--- src/rtl/puzzle_board.sv ---
// 3x3 sliding-puzzle engine: button synchronisers, board state, move/restart/win events.
// Optional feature: define LOCK_ON_WIN_EN to freeze the board against moves once solved.
module puzzle_board #(
  parameter int SYNC_STAGES = 2
) (
  input  logic        clk_d,
  input  logic        rst_n,
  input  logic        start_sw,
  input  logic [1:0]  board_sel,
  input  logic        btn_up,
  input  logic        btn_down,
  input  logic        btn_left,
  input  logic        btn_right,
  input  logic        btn_reset,
  output logic [35:0] board,
  output logic [3:0]  blank_pos,
  output logic        active,
  output logic        win_flag,
  output logic        reset_flag
);

  typedef enum logic [1:0] {
    SELECT = 2'd0,
    PLAY   = 2'd1,
    SOLVED = 2'd2
  } state_t;

`ifdef LOCK_ON_WIN_EN
  localparam bit LOCK_ON_WIN = 1'b1;
`else
  localparam bit LOCK_ON_WIN = 1'b0;
`endif

  // Cell 0 sits in the least significant nibble.
  localparam logic [35:0] SOLVED_BOARD = 36'h087654321;

  function automatic logic [35:0] preset_board(input logic [1:0] sel);
    case (sel)
      2'd0:    preset_board = 36'h807654321;
      2'd1:    preset_board = 36'h857604321;
      2'd2:    preset_board = 36'h687524310;
      default: preset_board = 36'h687524031;
    endcase
  endfunction

  function automatic logic [3:0] preset_blank(input logic [1:0] sel);
    case (sel)
      2'd0:    preset_blank = 4'd7;
      2'd1:    preset_blank = 4'd4;
      2'd2:    preset_blank = 4'd0;
      default: preset_blank = 4'd2;
    endcase
  endfunction

  // Button vector order: [0]=restart, [1]=up, [2]=down, [3]=left, [4]=right.
  logic [4:0] btn_raw;
  assign btn_raw = {btn_right, btn_left, btn_down, btn_up, btn_reset};

  logic [SYNC_STAGES-1:0][4:0] sync_q, sync_d;
  logic [4:0]  edge_q, edge_d;
  logic [4:0]  evt;
  state_t      state_q, state_d;
  logic [35:0] board_q, board_d;
  logic [3:0]  blank_q, blank_d;
  logic        active_q, active_d;
  logic        win_q, win_d;
  logic        reset_flag_q, reset_flag_d;

  logic        row0, row2, col0, col2;
  logic        move_ok;
  logic        moves_allowed;
  logic [3:0]  nbr;
  logic [35:0] swapped;

  always_comb begin
    sync_d[0] = btn_raw;
    for (int k = 1; k < SYNC_STAGES; k++) begin
      sync_d[k] = sync_q[k-1];
    end
    edge_d = sync_q[SYNC_STAGES-1];
    evt    = sync_q[SYNC_STAGES-1] & ~edge_q;
  end

  // Only the highest-priority direction is considered; an invalid one still masks the rest.
  always_comb begin
    row0    = (blank_q < 4'd3);
    row2    = (blank_q > 4'd5);
    col0    = (blank_q == 4'd0) || (blank_q == 4'd3) || (blank_q == 4'd6);
    col2    = (blank_q == 4'd2) || (blank_q == 4'd5) || (blank_q == 4'd8);
    move_ok = 1'b0;
    nbr     = blank_q;
    if (evt[1]) begin
      if (!row0) begin
        move_ok = 1'b1;
        nbr     = blank_q - 4'd3;
      end
    end else if (evt[2]) begin
      if (!row2) begin
        move_ok = 1'b1;
        nbr     = blank_q + 4'd3;
      end
    end else if (evt[3]) begin
      if (!col0) begin
        move_ok = 1'b1;
        nbr     = blank_q - 4'd1;
      end
    end else if (evt[4]) begin
      if (!col2) begin
        move_ok = 1'b1;
        nbr     = blank_q + 4'd1;
      end
    end
    swapped = board_q;
    swapped[{blank_q, 2'b00} +: 4] = board_q[{nbr, 2'b00} +: 4];
    swapped[{nbr, 2'b00} +: 4]     = 4'd0;
  end

  always_comb begin
    state_d       = state_q;
    board_d       = board_q;
    blank_d       = blank_q;
    active_d      = 1'b0;
    reset_flag_d  = 1'b0;
    win_d         = (board_q == SOLVED_BOARD);
    moves_allowed = (state_q == PLAY) || !LOCK_ON_WIN;
    case (state_q)
      SELECT: begin
        board_d = preset_board(board_sel);
        blank_d = preset_blank(board_sel);
        if (start_sw) state_d = PLAY;
      end
      PLAY, SOLVED: begin
        if (!start_sw) begin
          state_d = SELECT;
        end else if (evt[0]) begin
          board_d      = preset_board(board_sel);
          blank_d      = preset_blank(board_sel);
          reset_flag_d = 1'b1;
          state_d      = PLAY;
        end else if (moves_allowed && move_ok) begin
          board_d  = swapped;
          blank_d  = nbr;
          active_d = 1'b1;
          state_d  = (swapped == SOLVED_BOARD) ? SOLVED : PLAY;
        end
      end
      default: state_d = SELECT;
    endcase
  end

  always_ff @(posedge clk_d or negedge rst_n) begin
    if (!rst_n) begin
      sync_q       <= '0;
      edge_q       <= '0;
      state_q      <= SELECT;
      board_q      <= preset_board(2'd0);
      blank_q      <= preset_blank(2'd0);
      active_q     <= 1'b0;
      win_q        <= 1'b0;
      reset_flag_q <= 1'b0;
    end else begin
      sync_q       <= sync_d;
      edge_q       <= edge_d;
      state_q      <= state_d;
      board_q      <= board_d;
      blank_q      <= blank_d;
      active_q     <= active_d;
      win_q        <= win_d;
      reset_flag_q <= reset_flag_d;
    end
  end

  assign board      = board_q;
  assign blank_pos  = blank_q;
  assign active     = active_q;
  assign win_flag   = win_q;
  assign reset_flag = reset_flag_q;

endmodule

--- config.mk ---
export PLATFORM = sky130hd
export DESIGN_NAME = puzzle_board
export DESIGN_NICKNAME = d
export VERILOG_FILES = /design/src/rtl/puzzle_board.sv
export SDC_FILE = /design/constraint.sdc
export NUM_CORES = 1
export LEC_CHECK = 0
export CAP_MARGIN = 20
export CORE_MARGIN = 4
export CORE_UTILIZATION = 52
export DETAILED_ROUTE_END_ITERATION = 16
export HOLD_SLACK_MARGIN = 0.06
export PLACE_DENSITY = 0.77
export SETUP_SLACK_MARGIN = 0.5
export SYNTH_ARGS = -nofsm -noshare
export SYNTH_HDL_FRONTEND = slang
export SYNTH_SLANG_ARGS = --single-unit
--- constraint.sdc ---
create_clock -name clk_d -period 4.5 [get_ports clk_d]
set_input_delay 0.675 -clock clk_d [delete_from_list [all_inputs] [get_ports clk_d]]
set_output_delay 0.675 -clock clk_d [all_outputs]
set_load 0.005 [all_outputs]
==> metrics.cfg <==
[outcome]
status=finished clean

[synthesis]
synth_edf_count=0
syn-num-nets=583
synth_top_area_frac=0.239
netlist_top_cells_count=70 x nand2_1, 52 x a21oi_1, 47 x nor2_1
synth.most_common_cell=nand2_1
syn_area_per_cell_um2=8.24
yosys-top-cells-area=dfrtp_1 24%, dfstp_2 9.1%, nand2_1 5.7%
syn_inst=560
synth_cell_types=79
synth_top_area_cell=dfrtp_1
seq_area_frac_synth=0.330
ys_ff_latch=60
yosysWarnings=0
synth_top_flop_cell=dfrtp_1
synthArstFlopShare=1.00
synth_area_mm2=0.00461

[layout]
final_core_util=0.746
final.fill_count=614
areaGrowthSynthToFinish_pct=40.3
final_layout_size_suffix_gt1_frac=0.299
multiInputGateArea_mm2=0.00319
design_area_mm2=0.00647
stdcell_count=806
n_antenna_cell=0
final_nets=716
seq_area_mm2=0.00153

[critical_path]
critPathMaxFanout=7
r2r-end=state_q[1]$_DFFE_PN0P_
worst-r2r-setup-slack_ns=0.16
crit_path_start=blank_pos[0]$_DFFE_PN1P_
path_class=flop to flop
start_kind=flop
ff2ff_path_depth=16
r2r-start=blank_pos[0]$_DFFE_PN1P_
crit_arrival_ns=4.63
end_kind=flop
critPathRequiredTime_ns=4.79

[routing]
routed_wl_um=20200
ant_nets=0
drtIter0Drc=954
drcViolationCount=0
vias=5606
dr.pass1.iters=9
via_per_inst=6.96
wire_per_inst_um=25.1

[sta]
rsz0062_at_grt=true
layout_worst_path_cycle_share=0.964
setup_viol=0
clock_skew_ns=0.00786
worst_slack_ns=0.162
relSlewSlack=0.485
tns_ns=0
final_max_slew_viol_count=0
post-route-min-period_ns=4.34
max_freq_mhz=231
worst_slew_pin_slew_ns=0.773
hold_viol_final=0
whs_ns=0.350

[pwr]
combPwrFrac=0.724
seq_power_share=0.180
p_leak_nw=2.65
swShare=0.501
internal-power_mw=2.63
power_frac_clock=0.096
p_switching_mw=2.65
total_power_mw=5.28
ir_drop_v=0.000527
power_density_mw_per_mm2=816

[worst_hold_path]
min_to=edge_d[4]$_DFF_PN0_
whs_path_depth=0
hold_start=sync_d[9]$_DFF_PN0_
hold_path_class=flop to flop

[floorplanning]
io_pins=53
initial_core_util=0.532
core_mm2=0.00868
rows=34
die_w_um=102
die_h_um=102
fp.dieArea_mm2=0.0104

[clocking]
cts.htree.levels=3
cts_tree=done
cts_buffers=9
cts.sinks=60
clk_latency_ns=0.36
cts-root-buf=clkbuf_8
cts.clk_slew.worst_paths_ns=0.07
clock_path_buffers=2

[placed_design]
numPortBuffers=52
dpl_cell_area_mm2=0.00555
dpl.cell_count=733
place_ws_ns=0.143
hpwl_um=14000
place_congestion=1.06

[grt]
grt_use_total=0.379
grt_first_pass_wirelength_um=29900
grt_overflow_total=0
grt_pass1_vias=5176
antenna_found_initial=0
grt_max_degree=61

[job]
cap_viol_max_count=0

==> kinds of logic (layout without fill, tap and decap cells) <==
| kind of cell | Yosys count | after routing | synth area share |
|---|---|---|---|
| and+or+nand+nor | 215 | 215 | 0.235 |
| AOI/OAI and AO/OA | 211 | 211 | 0.330 |
| DFF | 60 | 60 | 0.330 |
| buffers and inverters | 53 | 191 | 0.0529 |
| adders and majority gates | 13 | 13 | 0.0353 |
| muxes | 5 | 5 | 0.0111 |
| xor gates and xnor gates | 3 | 3 | 0.00570 |
==> final cells by class <==
class	count	area share
multi-input combinational	447	0.494
tap	108	0.0209
timing repair buffer	157	0.207
clock inverter	7	0.0118
inverter	18	0.0124
sequential	60	0.236
clock buffer	9	0.0191
==> worst max-delay path by stage <==
stage	end	cells after the start
6_report	state_q[1]$_DFFE_PN0P_	16
5_1_grt	state_q[1]$_DFFE_PN0P_	16
4_1_cts	state_q[1]$_DFFE_PN0P_	15
3_5_place_dp	state_q[1]$_DFFE_PN0P_	15
3_3_place_gp	state_q[1]$_DFFE_PN0P_	16
2_1_floorplan	state_q[1]$_DFFE_PN0P_	17
==> power by group through the flow <==
stage,Clock (mW),Sequential (mW),Combinational (mW)
6_report,0.510,0.949,3.82
2_1_floorplan,0,0.834,1.90
5_1_grt,0.540,0.953,4.00
4_1_cts,0.510,0.932,3.33
3_5_place_dp,0,0.932,2.98
3_3_place_gp,0,0.930,2.97
==> repair_timing <==
action,in CTS,in global routing
endpoints found under the hold margin,0,0
pin swaps,24,27
endpoints found under the setup margin,2,2
hold buffers,0,0
gates resized for setup,36,25
setup buffers,32,25
==> cell usage in the layout (no fill, tap or decap), types with 7 or more instances in the layout <==
cell type and n:
a22oi_1 8, nand3_1 12, dfrtp_1 44, clkdlybuf4s50_1 51
clkbuf_8 9, nor2_1 45, buf_6 9, nand4_1 8
a211oi_1 10, ha_1 8, o21ai_0 27, nor3_1 11
nand2b_1 7, and2_1 8, inv_1 13, buf_4 96
nor2b_1 7, a311o_1 8, a21boi_0 8, a21oi_1 49
nand2_1 68, dfstp_2 15
==> sequential cells by signal, summed over array words and instances, names as in the netlist <==
register,cells
sync_d,5
state_q,2
board,36
active,1
reset_flag,1
edge_d,5
edge_q,5
blank_pos,4
win_flag,1
==> critical path, cell delays in order, from the launching register on <==
cell and delay [ns]:
dfstp_2 0.61, clkinv_4 0.10, ha_4 0.21, nand3b_1 0.18, nand2_1 0.18, o2111ai_1 0.44
o211ai_4 0.18, buf_4 0.18, nand2_2 0.15, a21oi_2 0.06, a211oi_2 0.29, buf_4 0.17
a21boi_4 0.05, a211o_1 0.32, or4_4 0.59, nor4_4 0.39, a22o_1 0.18
==> layer usage <==
metal,wire [um],share of wire,GRT usage
met2,8780,0.43,0.558
met5,0,0,0
met4,1100,0.054,0.147
met1,7580,0.37,0.538
met3,2760,0.14,0.0894
Note: power is estimated with default switching activity, not from simulation.
==> patch: new RTL, same flow settings <==
The option `LOCK_ON_WIN_EN` is turned on by a define.
--- a/src/rtl/puzzle_board.sv
+++ b/src/rtl/puzzle_board.sv
@@ -1,5 +1,7 @@
 // 3x3 sliding-puzzle engine: button synchronisers, board state, move/restart/win events.
 // Optional feature: define LOCK_ON_WIN_EN to freeze the board against moves once solved.
+`define LOCK_ON_WIN_EN
+
 module puzzle_board #(
   parameter int SYNC_STAGES = 2
 ) (
Behaviour: not the same (a bounded check fails within 10 cycles, from zero or initial values and one cycle with rst_n low).
==> patch against the unedited design <==
  * Cell area grew 2.6%
  * Largest cell class unchanged
  * Sequential share of layout area shrank 0.60 points
  * Critical endpoint unchanged
  * Non-clock buffer count shrank 14
  * Routed wire length shrank 4.3%
  * Power grew 4.6%
  * Synthesized area grew 2.2%
  * Sequential cell count is the same
  * First-iteration DRC count shrank 21%
  * Hold slack gained 0.0028 ns
  * Worst setup slack gained 0.053 ns
  * Final cell count shrank 4.6%
==> patch: results (changes against the unedited design) <==
| Metric | Value |
|---|---|
| CTS clk-pin slew, worst paths | `0.07 ns (about the same)` |
| Root Driver | `clkbuf_8` |
| Hold_buf cts | `0 (unchanged)` |
| Classification of the worst-slack hold path | `reg -> reg` |
| Worst EP arrival | `4.58 ns (-0.05 ns)` |
| Largest net degree at the start of global routing | `61 (unchanged)` |
| Routability cong. | `1.03 (-2.4%)` |
| Netlist cell types | `90 (+14%)` |
| Post-synth top flop | `dfrtp_1` |
| YS warnings | `0 (unchanged)` |
| Register area share after synthesis | `32.3% (-0.70 points)` |
| Post-synth net total | `555 (-4.8%)` |
| Run status | `completed` |
| Place WS | `-0.0488 ns (-0.191 ns)` |
| DP Wirelength | `12700 µm (-9.7%)` |
| Top post-synthesis cells by area | `dfrtp_1, dfstp_2, mux2i_1, nand2_1, ha_1` |
| Worst-case vdd ir drop | `0.000519 V (-1.5%)` |
| First-pass GRT wire length | `27800 µm (-6.8%)` |
| GRT Overall Usage | `34.8% (-3.1 points)` |
| Vias in the first global route | `5006 (-3.3%)` |
| Worst-skew pair later-pin latency | `0.36 ns (about the same)` |
| DR iter-0 viols | `757 (-21%)` |
| # H-tree levels | `3 (unchanged)` |
| Pleak | `0.00267 µW (+0.91%)` |
| Synth cell count leaders | `nand2_1, dfrtp_1, nor2_1` |
| EDFF count, synth | `0 (unchanged)` |
| Initial antenna violation count | `0 (unchanged)` |
| Final-stage net count | `680 (-5.0%)` |
| DRT Pass-1 Iters | `9 (unchanged)` |
| # port buffers | `52 (unchanged)` |
| Layout filler cell count | `621 (+1.1%)` |
| Via count | `5325 (-5.0%)` |
| Rel. slew slack | `48.3% (-0.19 points)` |
| Skew final | `0.0111 ns (+0.00321 ns)` |
| CTS max path bufs | `2 (unchanged)` |
| Global route overflow | `0 (unchanged)` |
| Synth async-reset ratio | `100% (unchanged)` |
| Total Wirelength | `19400 µm (-4.3%)` |
| Max reg flops | `36 (unchanged)` |
| Share of cells above drive strength 1 | `31.5% (+1.5 points)` |
| Ant. Diodes | `0 (unchanged)` |
| Cts bufs inserted | `9 (unchanged)` |
| CP Max Fanout | `5 (-2)` |
patch: cell count changes in the layout (fill, tap and decap cells not counted), sizes merged, moves of 8 or more:
cell and delta:
mux2i +25, a21oi -21, buf -15, nand2 -13, a22o +11, a211oi -9
a21boi -8, nor3 +8
patch: per-layer routing:
| layer | part of all wire (%) | vias to the layer above | global-route usage (%) |
|---|---|---|---|
| li1 | - | 2264 | - |
| met1 | 37 | 2525 | 46.8 |
| met2 | 45 | 440 | 52.4 |
| met3 | 12 | 96 | 8.05 |
| met4 | 5.7 | 0 | 17.7 |
| met5 | 0 | - | 0 |
patch: area by class of cell:
cell class / count / area share [%]
multi-input cells: 426 / 51.0
flip-flops and latches: 60 / 23.0
repair buffers: 143 / 19.2
clock buffers: 12 / 2.34
well taps: 108 / 2.03
clock inverters: 4 / 1.43
inverters: 15 / 0.979
repair inverters: 1 / 0.0565
patch: worst paths after layout:
| kind | start | end | slack [ns] | cells after the start |
|---|---|---|---|---|
| max reg2reg | blank_pos[0] | state_q[1] | 0.22 | 16 |
| min reg2reg | sync_d[9] | edge_d[4] | 0.35 | 0 |
| max | blank_pos[0] | state_q[1] | 0.22 | 16 |
| max in group asynchronous | rst_n | edge_q[3] | 3.51 | 2 |
| min in group asynchronous | rst_n | reset_flag | 0.45 | 2 |
| min | sync_d[9] | edge_d[4] | 0.35 | 0 |
patch: what timing repair did:
action	CTS	global route
endpoints found under the setup margin	2	2
pin swaps	28	23
setup buffers	27	21
endpoints found under the hold margin	0	0
gates resized for setup	61	32
gates cloned	2	1
patch: power by group:
part	internal [µW]	switching (µW)	total [µW]
sequential	689	189	878
clock	398	239	637
combinational	1790	2220	4010
patch: kinds of logic after synthesis:
logic type / Yosys count / synth area share, %
buffers and inverters: 46 / 5.49
xor gates and xnor gates: 4 / 0.903
DFF: 60 / 32.3
muxes: 33 / 7.11
adders and majority gates: 14 / 3.72
AOI/OAI and AO/OA: 170 / 27.7
and+or+nand+nor: 204 / 22.9
patch: worst max-delay path, cell delays in order (launching register included):
cell and delay (ns):
dfstp_2 0.56, clkinvlp_4 0.17, ha_4 0.25, nor4bb_2 0.31, a221oi_2 0.11, and2_4 0.20
a21oi_4 0.29, buf_4 0.18, buf_6 0.10, mux2i_2 0.29, mux2i_2 0.16, mux2_4 0.32
or4bb_1 0.47, a31oi_1 0.22, nand4_1 0.13, nor3b_2 0.28, a22o_1 0.17
patch: metrics by stage:
stage	hold slack (ns)	std cells	cell area (µm²)
after CTS	0.358	747	6290
after global routing	0.360	769	6640
final	0.353	769	6640
after global placement	0.332	702	5520
after detailed placement	0.341	702	5520
after floorplan	0.331	531	4750
